[src/rtl/atm_pkg.sv]
// Shared types and constants for the ATM transaction controller and its account store.
// Optional wrong-PIN lockout in atm_controller is enabled by defining ATM_LOCKOUT_EN.
package atm_pkg;

    localparam int BAL_W_DEF    = 32;
    localparam int PIN_W_DEF    = 16;
    localparam int NUM_ACCOUNTS = 10;

    typedef enum logic [2:0] {
        S_FAIL  = 3'd0,
        S_AUTH  = 3'd1,
        S_DONE  = 3'd2,
        S_BAL   = 3'd3,
        S_WD    = 3'd4,
        S_DEP   = 3'd5,
        S_CHPIN = 3'd6,
        S_IDLE  = 3'd7
    } state_t;

    localparam logic [2:0] OP_BALANCE  = 3'd3;
    localparam logic [2:0] OP_WITHDRAW = 3'd4;
    localparam logic [2:0] OP_DEPOSIT  = 3'd5;
    localparam logic [2:0] OP_CHPIN    = 3'd6;

    localparam logic [BAL_W_DEF-1:0] INIT_BAL [1:NUM_ACCOUNTS] = '{
        32'd1000, 32'd2000, 32'd3000, 32'd4000, 32'd5000,
        32'd6000, 32'd7000, 32'd8000, 32'd9000, 32'd10000
    };

    localparam logic [PIN_W_DEF-1:0] INIT_PIN [1:NUM_ACCOUNTS] = '{
        16'd1234, 16'd2345, 16'd3456, 16'd4567, 16'd5678,
        16'd6789, 16'd7890, 16'd8901, 16'd9012, 16'd7123
    };

    function automatic logic acc_valid(input logic [3:0] acc);
        return (acc >= 4'd1) && (acc <= 4'(NUM_ACCOUNTS));
    endfunction

endpackage

[src/rtl/atm_account_db.sv]
// Account register file: combinational read of balance/PIN, one synchronous write port.
// Reset reloads the factory balances and PINs; out-of-range indices read 0 and ignore writes.
module atm_account_db
    import atm_pkg::*;
#(
    parameter int BAL_W = BAL_W_DEF,
    parameter int PIN_W = PIN_W_DEF
) (
    input  logic             clk_i,
    input  logic             rst_i,
    input  logic [3:0]       rd_idx_i,
    output logic [BAL_W-1:0] rd_bal_o,
    output logic [PIN_W-1:0] rd_pin_o,
    input  logic             wr_en_i,
    input  logic [3:0]       wr_idx_i,
    input  logic [BAL_W-1:0] wr_bal_i,
    input  logic [PIN_W-1:0] wr_pin_i
);

    logic [BAL_W-1:0] bal_q [1:NUM_ACCOUNTS];
    logic [PIN_W-1:0] pin_q [1:NUM_ACCOUNTS];

    always_ff @(posedge clk_i) begin
        if (rst_i) begin
            for (int k = 1; k <= NUM_ACCOUNTS; k++) begin
                bal_q[k] <= BAL_W'(INIT_BAL[k]);
                pin_q[k] <= PIN_W'(INIT_PIN[k]);
            end
        end else if (wr_en_i && acc_valid(wr_idx_i)) begin
            bal_q[wr_idx_i] <= wr_bal_i;
            pin_q[wr_idx_i] <= wr_pin_i;
        end
    end

    always_comb begin
        rd_bal_o = '0;
        rd_pin_o = '0;
        if (acc_valid(rd_idx_i)) begin
            rd_bal_o = bal_q[rd_idx_i];
            rd_pin_o = pin_q[rd_idx_i];
        end
    end

endmodule

[src/rtl/atm_controller.sv]
// ATM transaction FSM: IDLE->AUTH->EXEC->DONE (4 cycles) or IDLE->AUTH->FAIL (3 cycles), no backpressure.
// Define ATM_LOCKOUT_EN to lock an account after three consecutive wrong PINs.
module atm_controller
    import atm_pkg::*;
#(
    parameter int BAL_W = BAL_W_DEF,
    parameter int PIN_W = PIN_W_DEF
) (
    input  logic             clk,
    input  logic             rst,
    input  logic [2:0]       operation,
    input  logic [3:0]       acc_num,
    input  logic [PIN_W-1:0] pin,
    input  logic [PIN_W-1:0] newPin,
    input  logic [BAL_W-1:0] amount,
    input  logic             language,
    output logic [BAL_W-1:0] balance,
    output logic             success,
    output logic [2:0]       state
);

    state_t           state_q, state_d;
    logic [BAL_W-1:0] balance_q, balance_d;
    logic             success_q, success_d;

    logic [BAL_W-1:0] rd_bal;
    logic [PIN_W-1:0] rd_pin;
    logic             wr_en;
    logic [BAL_W-1:0] wr_bal;
    logic [PIN_W-1:0] wr_pin;

    logic             acc_ok, pin_ok, op_ok, locked, auth_ok;
    logic [BAL_W:0]   dep_sum;
    logic [BAL_W-1:0] wd_diff;

    // Language only steers message text downstream; nothing here depends on it.
    logic unused_language;
    assign unused_language = language;

    atm_account_db #(.BAL_W(BAL_W), .PIN_W(PIN_W)) u_db (
        .clk_i    (clk),
        .rst_i    (rst),
        .rd_idx_i (acc_num),
        .rd_bal_o (rd_bal),
        .rd_pin_o (rd_pin),
        .wr_en_i  (wr_en),
        .wr_idx_i (acc_num),
        .wr_bal_i (wr_bal),
        .wr_pin_i (wr_pin)
    );

    assign acc_ok  = acc_valid(acc_num);
    assign pin_ok  = acc_ok && (pin == rd_pin);
    assign op_ok   = (operation >= OP_BALANCE) && (operation <= OP_CHPIN);
    assign dep_sum = {1'b0, rd_bal} + {1'b0, amount};
    assign wd_diff = rd_bal - amount;

`ifdef ATM_LOCKOUT_EN
    logic [1:0] fail_cnt_q [1:NUM_ACCOUNTS];

    always_comb begin
        locked = 1'b0;
        if (acc_ok) begin
            locked = (fail_cnt_q[acc_num] == 2'd3);
        end
    end

    // Counter saturates at 3 (locked); only reset releases a lock.
    always_ff @(posedge clk) begin
        if (rst) begin
            for (int k = 1; k <= NUM_ACCOUNTS; k++) begin
                fail_cnt_q[k] <= 2'd0;
            end
        end else if (state_q == S_AUTH && acc_ok) begin
            if (!pin_ok) begin
                if (fail_cnt_q[acc_num] != 2'd3) begin
                    fail_cnt_q[acc_num] <= fail_cnt_q[acc_num] + 2'd1;
                end
            end else if (!locked) begin
                fail_cnt_q[acc_num] <= 2'd0;
            end
        end
    end
`else
    assign locked = 1'b0;
`endif

    assign auth_ok = acc_ok && pin_ok && op_ok && !locked;

    always_ff @(posedge clk) begin
        if (rst) begin
            state_q   <= S_IDLE;
            balance_q <= '0;
            success_q <= 1'b0;
        end else begin
            state_q   <= state_d;
            balance_q <= balance_d;
            success_q <= success_d;
        end
    end

    always_comb begin
        state_d   = state_q;
        balance_d = balance_q;
        success_d = success_q;
        wr_en     = 1'b0;
        wr_bal    = rd_bal;
        wr_pin    = rd_pin;
        unique case (state_q)
            S_IDLE: begin
                state_d   = S_AUTH;
                success_d = 1'b0;
            end
            S_AUTH: begin
                if (auth_ok) begin
                    state_d = state_t'(operation);
                end else begin
                    state_d   = S_FAIL;
                    balance_d = '0;
                    success_d = 1'b0;
                end
            end
            S_BAL: begin
                state_d   = S_DONE;
                balance_d = rd_bal;
                success_d = 1'b1;
            end
            S_WD: begin
                state_d   = S_DONE;
                balance_d = rd_bal;
                success_d = 1'b0;
                if (amount <= rd_bal) begin
                    wr_en     = 1'b1;
                    wr_bal    = wd_diff;
                    balance_d = wd_diff;
                    success_d = 1'b1;
                end
            end
            S_DEP: begin
                state_d   = S_DONE;
                balance_d = rd_bal;
                success_d = 1'b0;
                if (!dep_sum[BAL_W]) begin
                    wr_en     = 1'b1;
                    wr_bal    = dep_sum[BAL_W-1:0];
                    balance_d = dep_sum[BAL_W-1:0];
                    success_d = 1'b1;
                end
            end
            S_CHPIN: begin
                state_d   = S_DONE;
                balance_d = rd_bal;
                success_d = 1'b0;
                if ((newPin <= PIN_W'(9999)) && (newPin != rd_pin)) begin
                    wr_en     = 1'b1;
                    wr_pin    = newPin;
                    success_d = 1'b1;
                end
            end
            S_FAIL:  state_d = S_IDLE;
            S_DONE:  state_d = S_IDLE;
            default: state_d = S_IDLE;
        endcase
    end

    assign balance = balance_q;
    assign success = success_q;
    assign state   = state_q;

endmodule

[config.mk]
export PLATFORM = sky130hd
export DESIGN_NAME = atm_controller
export DESIGN_NICKNAME = d
export VERILOG_FILES = /design/src/rtl/atm_pkg.sv /design/src/rtl/atm_account_db.sv /design/src/rtl/atm_controller.sv
export SDC_FILE = /design/constraint.sdc
export NUM_CORES = 1
export LEC_CHECK = 0
export CELL_PAD_IN_SITES_DETAIL_PLACEMENT = 1
export CELL_PAD_IN_SITES_GLOBAL_PLACEMENT = 2
export CORE_MARGIN = 3
export CORE_UTILIZATION = 40
export CTS_BUF_LIST = sky130_fd_sc_hd__clkbuf_4 sky130_fd_sc_hd__clkbuf_8
export CTS_CLUSTER_DIAMETER = 150
export DETAILED_ROUTE_END_ITERATION = 8
export GPL_TIMING_DRIVEN = 1
export PLACE_DENSITY_LB_ADDON = 0.08
export SLEW_MARGIN = 20
export SYNTH_ARGS = -nofsm -noshare
export SYNTH_HDL_FRONTEND = slang
export SYNTH_SLANG_ARGS = --single-unit
[constraint.sdc]
create_clock -name clk -period 22.1 [get_ports clk]
set_input_delay 4.42 -clock clk [delete_from_list [all_inputs] [get_ports clk]]
set_output_delay 4.42 -clock clk [all_outputs]
set_load 0.02 [all_outputs]
# [Word level (Yosys, flattened, before mapping)]
# Memories as Yosys holds them, arrays and structs flattened.
# Index checks and enable logic that the tools add are counted.
# Widths: inputs -> output; s select.
[word_totals] reg_bits=36 ram_bits=480 in_bits=74 out_inout_bits=36 word_cells=68 memories=2
[memory_table] memory="u_db.bal_q" words=10 width=32 read_ports=1 rd_clocked_by_memory_dff=0 wr=10 line="atm_account_db.sv:20" rtl="logic [BAL_W-1:0] bal_q [1:NUM_ACCOUNTS];"
[memory_table] memory="u_db.pin_q" words=10 width=16 read_ports=1 rd_clocked_by_memory_dff=0 wr=10 line="atm_account_db.sv:21" rtl="logic [PIN_W-1:0] pin_q [1:NUM_ACCOUNTS];"
[classes] addsub=2 n_lt_le_gt_ge=6 eq_ne=10 mux=28 reduce_logical=17
[ops] cell="$mux 32" count=5
[ops] cell="$pmux 32 s4" count=1
[ops] cell="$mux 16" count=4
[ops] cell="$pmux 32 s2" count=1
[ops] cell="$add 32x32->33" count=1
[ops] cell="$le 32x32->1" count=1
[ops] cell="$reduce_or 32->1" count=1
[ops] cell="$sub 32x32->32" count=1
[ops] cell="$eq 16x16->1" count=1
[ops] cell="$le 16x14->1 const B" count=1
[ops] cell="$ne 16x16->1" count=1
[ops] cell="$reduce_or 16->1" count=1
[ops] cell="$eq 3x3->1 const B" count=4
[ops] cell="$pmux 3 s4" count=1
[ops] cell="$mux 1" count=11
[ops] cell="$mux 4" count=2
[ops] cell="$logic_and 1x1->1" count=7
[ops] cell="$eq 3x2->1 const B" count=2
[ops] cell="$pmux 1 s6" count=1
[ops] cell="$reduce_bool 6->1" count=1
[ops] cell="$ge 4x1->1 const B" count=1
[ops] cell="$le 4x4->1 const B" count=1
[ops] cell="$reduce_and 2->1" count=2
[ops] cell="$reduce_bool 4->1" count=1
[ops] cell="other kinds (9)" count=10

# [Logic depth before layout (Yosys ltp)]
[logic_depth] ltp_word=13 depth_mapped=30 ltp_nobuf=19

# [Hierarchy]
# A second synthesis with hierarchy kept.
[unflattened] hier_cells=2517 hier_area_um2=29420.7
[by_module_without_submodules] module="atm_account_db" instances=1 cells_each=1552 area_per_inst_um2=22736.8
[by_module_without_submodules] module="atm_controller" instances=1 cells_each=965 area_per_inst_um2=6683.9

# [Worst setup path before layout]
# No wires, ideal clock.
[synth_path] path_kind="input -> register" start="in acc_num[0]" end="mem u_db.bal_q[6][0] in the netlist's numbering (enable)" setup_time_ns=0.406 t_arrival_ns=11.016 required_ns=21.694 path_slack_ns=10.678 stages=28 path_buffers=12 path_cell_list="buf_6 -> buf_6 -> buf_6 -> buf_6 -> buf_4 -> buf_2 -> buf_2 -> buf_2 -> mux4_2 -> nand2_1 -> a21oi_1 -> nor2_1 -> a211oi_1 -> ha_1 -> clkbuf_1 -> nand2_1 -> nor4_1 -> o311ai_0 -> a211o_1 -> a32oi_2 -> and2_1 -> nor2_1 -> and2_1 -> buf_4 -> or4_1 -> buf_4 -> buf_4 -> nand2_1"
[synth_lines] item="start, declared" line="atm_controller.sv:12" rtl="input logic [3:0] acc_num,"
[synth_lines] item="end, declared" line="atm_account_db.sv:20"

==> results.cfg <==
[sta]
fin_ws_ns = 9.03
maxSlewViolCount = 0
setup-violations-final = 0
timing.final.crit_share_pct = 59.1
tightest_slew_ns = 1.22
min_period_ns = 13.07
max_freq_ghz = 0.0765
rsz0062_at_grt = no
fin_skew_ns = 0.0718
slew_headroom_pct = 18.2
hold_violations = 0
fin_setup_tns_ns = 0

[floorplan]
dieHeight_um = 276
ioPinCount = 110
core_area_mm2 = 0.0720
die_x_um = 276
rows = 98
start_util_pct = 40.6
die_area_mm2 = 0.0764

[cells_and_area]
finalNetCount = 3051
area_delta_synth_final_pct = 13.2
regArea_mm2 = 0.0153
drive_gt1_share_pct = 13.9
multi_input_area_mm2 = 0.0125
fillCellCount = 7909

[global_routing]
grt_use_total_pct = 29.5
antenna_found_initial = 3
gr-total-overflow = 0
grt_pass1_wl_um = 168000
first_global_vias = 24500
grt_max_degree = 50

[power_and_ir_drop]
seq_power_share_pct = 44.0
peakVddDrop_uv = 45.9
power_switching_mw = 0.816
swShare_pct = 31.8
power_frac_clock_pct = 34.7
power_density_mw_per_mm2 = 77.6
p_int_mw = 1.75
p_leak_nw = 11.8
p_comb_share_pct = 21.4

[placement]
dpl_worst_slack_ns = 8.38
numPortBuffers = 108
place_hpwl_um = 78100
globalplace.congestion = 0.932

[worst_setup_path]
r2r-start = u_db.bal_q[7][13]
cp_num_buf_inv = 6
r2r_slack_ns = 14.39
path_class = input pin to flop
r2r_cells = 19
required_ns = 22.37
path_delay_family = simple AND/OR/NAND/NOR gates
cpPeakStageDelay_ns = 1.11
crit_end = u_db.bal_q[6][23]
cp_cell_sequence = buf_4 > buf_4 > inv_2 > buf_4 > a21oi_1 > a21oi_1 > o21ai_0 > a211oi_2 > ha_1 > nand2_1 > nor4_1 > o311ai_0 > a211o_1 > a32oi_2 > and2_1 > nor2_2 > and2_1 > buf_4 > or4_2 > nand2_2 > buf_4
cp.arrival_ns = 13.33
crit_start = acc_num[1]
cp_common_cell = buf_4
critPathCaptureType = flop
slowest_stage = or4_2
crit_path_start_kind = input pin
crit_cells = 21
crit_path_max_fanout = 49
rr_endpoint = u_db.bal_q[6][23]

[routing]
firstDrtPassIters = 5
drt_iter0_markers = 2621
wl_um = 116000
ant_nets = 0
drc = 0
routedWlPerCell_um = 29.4
vias_per_cell = 6.15
vias = 24200

[clock_tree]
cts_tree = done
cts_max_level = 3
cts_buffers = 93
cts.sinks = 522
ctsHoldBuffers = 0
cts_root_buf = clkbuf_8
post_cts_resized = 0
clk_latency_ns = 0.70
post_cts_buffers = 0
clock_path_buffers = 3
clk_pin_slew_worst_paths_ns = 0.05

[outcome]
status = completed

[synthesis]
ys.flop_type = edfxtp_1
syn_inst = 2832
synth.distinct_cells = 90
synthArstFlopShare_pct = 0
yosysWarnings = 0
synth_enable_flop_cells = 486
ys_seq_area_share_pct = 52.4
syn-cell-area_mm2 = 0.0292
synth.ff_latch_count = 522
avgSynthCellArea_um2 = 10.3

[worst_hold_path]
min_path_type = flop to flop

[run]
cap_violations = 0
[placed cells by master, fill, tap and decap left out, drive strengths merged, types with 18 or more instances in the layout]
master / count
edfxtp: 486
nor2: 486
nand2: 272
a21oi: 214
clkbuf: 123
buf: 117
inv: 113
clkdlybuf4s50: 103
o21ai: 103
ha: 63
mux2i: 62
o22ai: 51
mux2: 46
a211oi: 39
nor4: 38
mux4: 36
dfxtp: 36
a221oi: 33
a21o: 32
nand3: 32
clkinv: 30
xnor2: 28
and2: 24
nor3: 23
nor2b: 23
o221ai: 18
o211ai: 18
nand2b: 18
or4: 18
[area by class of cell]
cell class / instances / area share [%]
Inverter: 110 / 1.25
Clock inverter: 39 / 0.839
Clock buffer: 123 / 4.55
Tap cell: 950 / 3.59
Multi-Input combinational cell: 1965 / 37.7
Sequential cell: 522 / 46.3
Timing Repair Buffer: 220 / 5.77
Antenna cell: 1 / 0.00756
[synth_stat cells, drive strengths merged, types with 12 or more instances]
cell type | count | area share (%)
a211oi | 39 | 1.0
nand3 | 32 | 0.55
o211ai | 18 | 0.46
o22ai | 51 | 1.1
nor4 | 38 | 0.94
dfxtp | 36 | 2.5
nand4 | 15 | 0.32
mux4 | 36 | 2.8
o21bai | 13 | 0.33
nor3 | 23 | 0.39
a221o | 12 | 0.41
o31ai | 16 | 0.41
edfxtp | 486 | 50
a21oi | 214 | 3.7
nand2 | 272 | 3.5
ha | 63 | 2.7
o221ai | 18 | 0.54
mux2i | 62 | 2.1
a31oi | 15 | 0.32
buf | 105 | 2.5
mux2 | 46 | 1.8
o21ai | 103 | 1.8
nor2b | 23 | 0.49
nand2b | 18 | 0.39
and2 | 24 | 0.51
a221oi | 33 | 0.99
a21boi | 16 | 0.41
or4 | 18 | 0.46
a21o | 32 | 0.82
and3 | 12 | 0.26
clkbuf | 135 | 1.7
nor2 | 486 | 6.2
a2111oi | 13 | 0.42
xnor2 | 28 | 0.84
inv | 109 | 1.4
[worst min path at each step]
stage	startpoint	to	slack [ns]	cells after the start
CTS	balance[5]	balance[5]	0.46	1
global placement	balance[9]	balance[9]	0.43	1
finish	balance[17]	balance[17]	0.45	1
floorplan	balance[1]	balance[1]	0.55	2
detailed placement	balance[17]	balance[17]	0.45	1
global route	balance[17]	balance[17]	0.49	1
[layer usage]
layer / part of all wire (%) / up-vias / track usage, %
met5: 0 / - / 0
met4: 2.0 / 0 / 7.00
met3: 7.1 / 141 / 4.36
met2: 46 / 931 / 46.9
met1: 45 / 12500 / 42.7
li1: - / 10600 / -
[worst reg2reg max path, cell delays in order, from the launching register on]
cell and delay, ns:
edfxtp_1 0.36, mux4_2 0.48, nand2_1 0.11, a21oi_1 0.07, nor2_1 0.12, a211oi_1 0.06
buf_4 0.19, ha_1 0.65, nand2_1 0.22, nor4_1 0.62, o311ai_0 0.42, a211o_1 0.43
a32oi_2 0.37, and2_1 0.22, nor2_2 0.07, and2_1 0.13, buf_4 0.25, or4_2 1.14
nand2_2 0.79, buf_4 0.60
[registers in the layout (all words and copies together), names as in the netlist]
signal	cells
state	3
success	1
u_db.bal_q	326
u_db.pin_q	160
balance	32
[power by group through the flow]
stage                     Sequential [mW]  Combinational [mW]  Clock, mW
after floorplan                      1.16               0.306          0
after global placement               1.15               0.529          0
after detailed placement             1.15               0.535          0
after CTS                            1.13               0.537      0.908
after global routing                 1.13               0.583      0.950
final                                1.13               0.549      0.890
[through the flow]
step | total power, mW | cells | hold slack, ns | area (µm²) | utilization (%)
finish | 2.57 | 3930 | 0.452 | 33100 | 46.0
global route | 2.67 | 3930 | 0.491 | 33100 | 46.0
CTS | 2.57 | 3929 | 0.457 | 33100 | 45.9
detailed placement | 1.68 | 3767 | 0.445 | 31300 | 43.4
global placement | 1.68 | 3767 | 0.433 | 31300 | 43.4
floorplan | 1.46 | 2837 | 0.554 | 29300 | -
[cells by family after synthesis]
logic type      count (synthesis)  share of synthesized area, %
xor+xnor                       37                          1.11
simple gates                  999                          15.0
buf+inv                       350                          5.61
fa+ha+maj                      69                          2.97
compound gates                710                          16.2
mux                           144                          6.67
flops                         522                          52.4
other cells                     1                        0.0128
(Power assumes the default switching activity.)
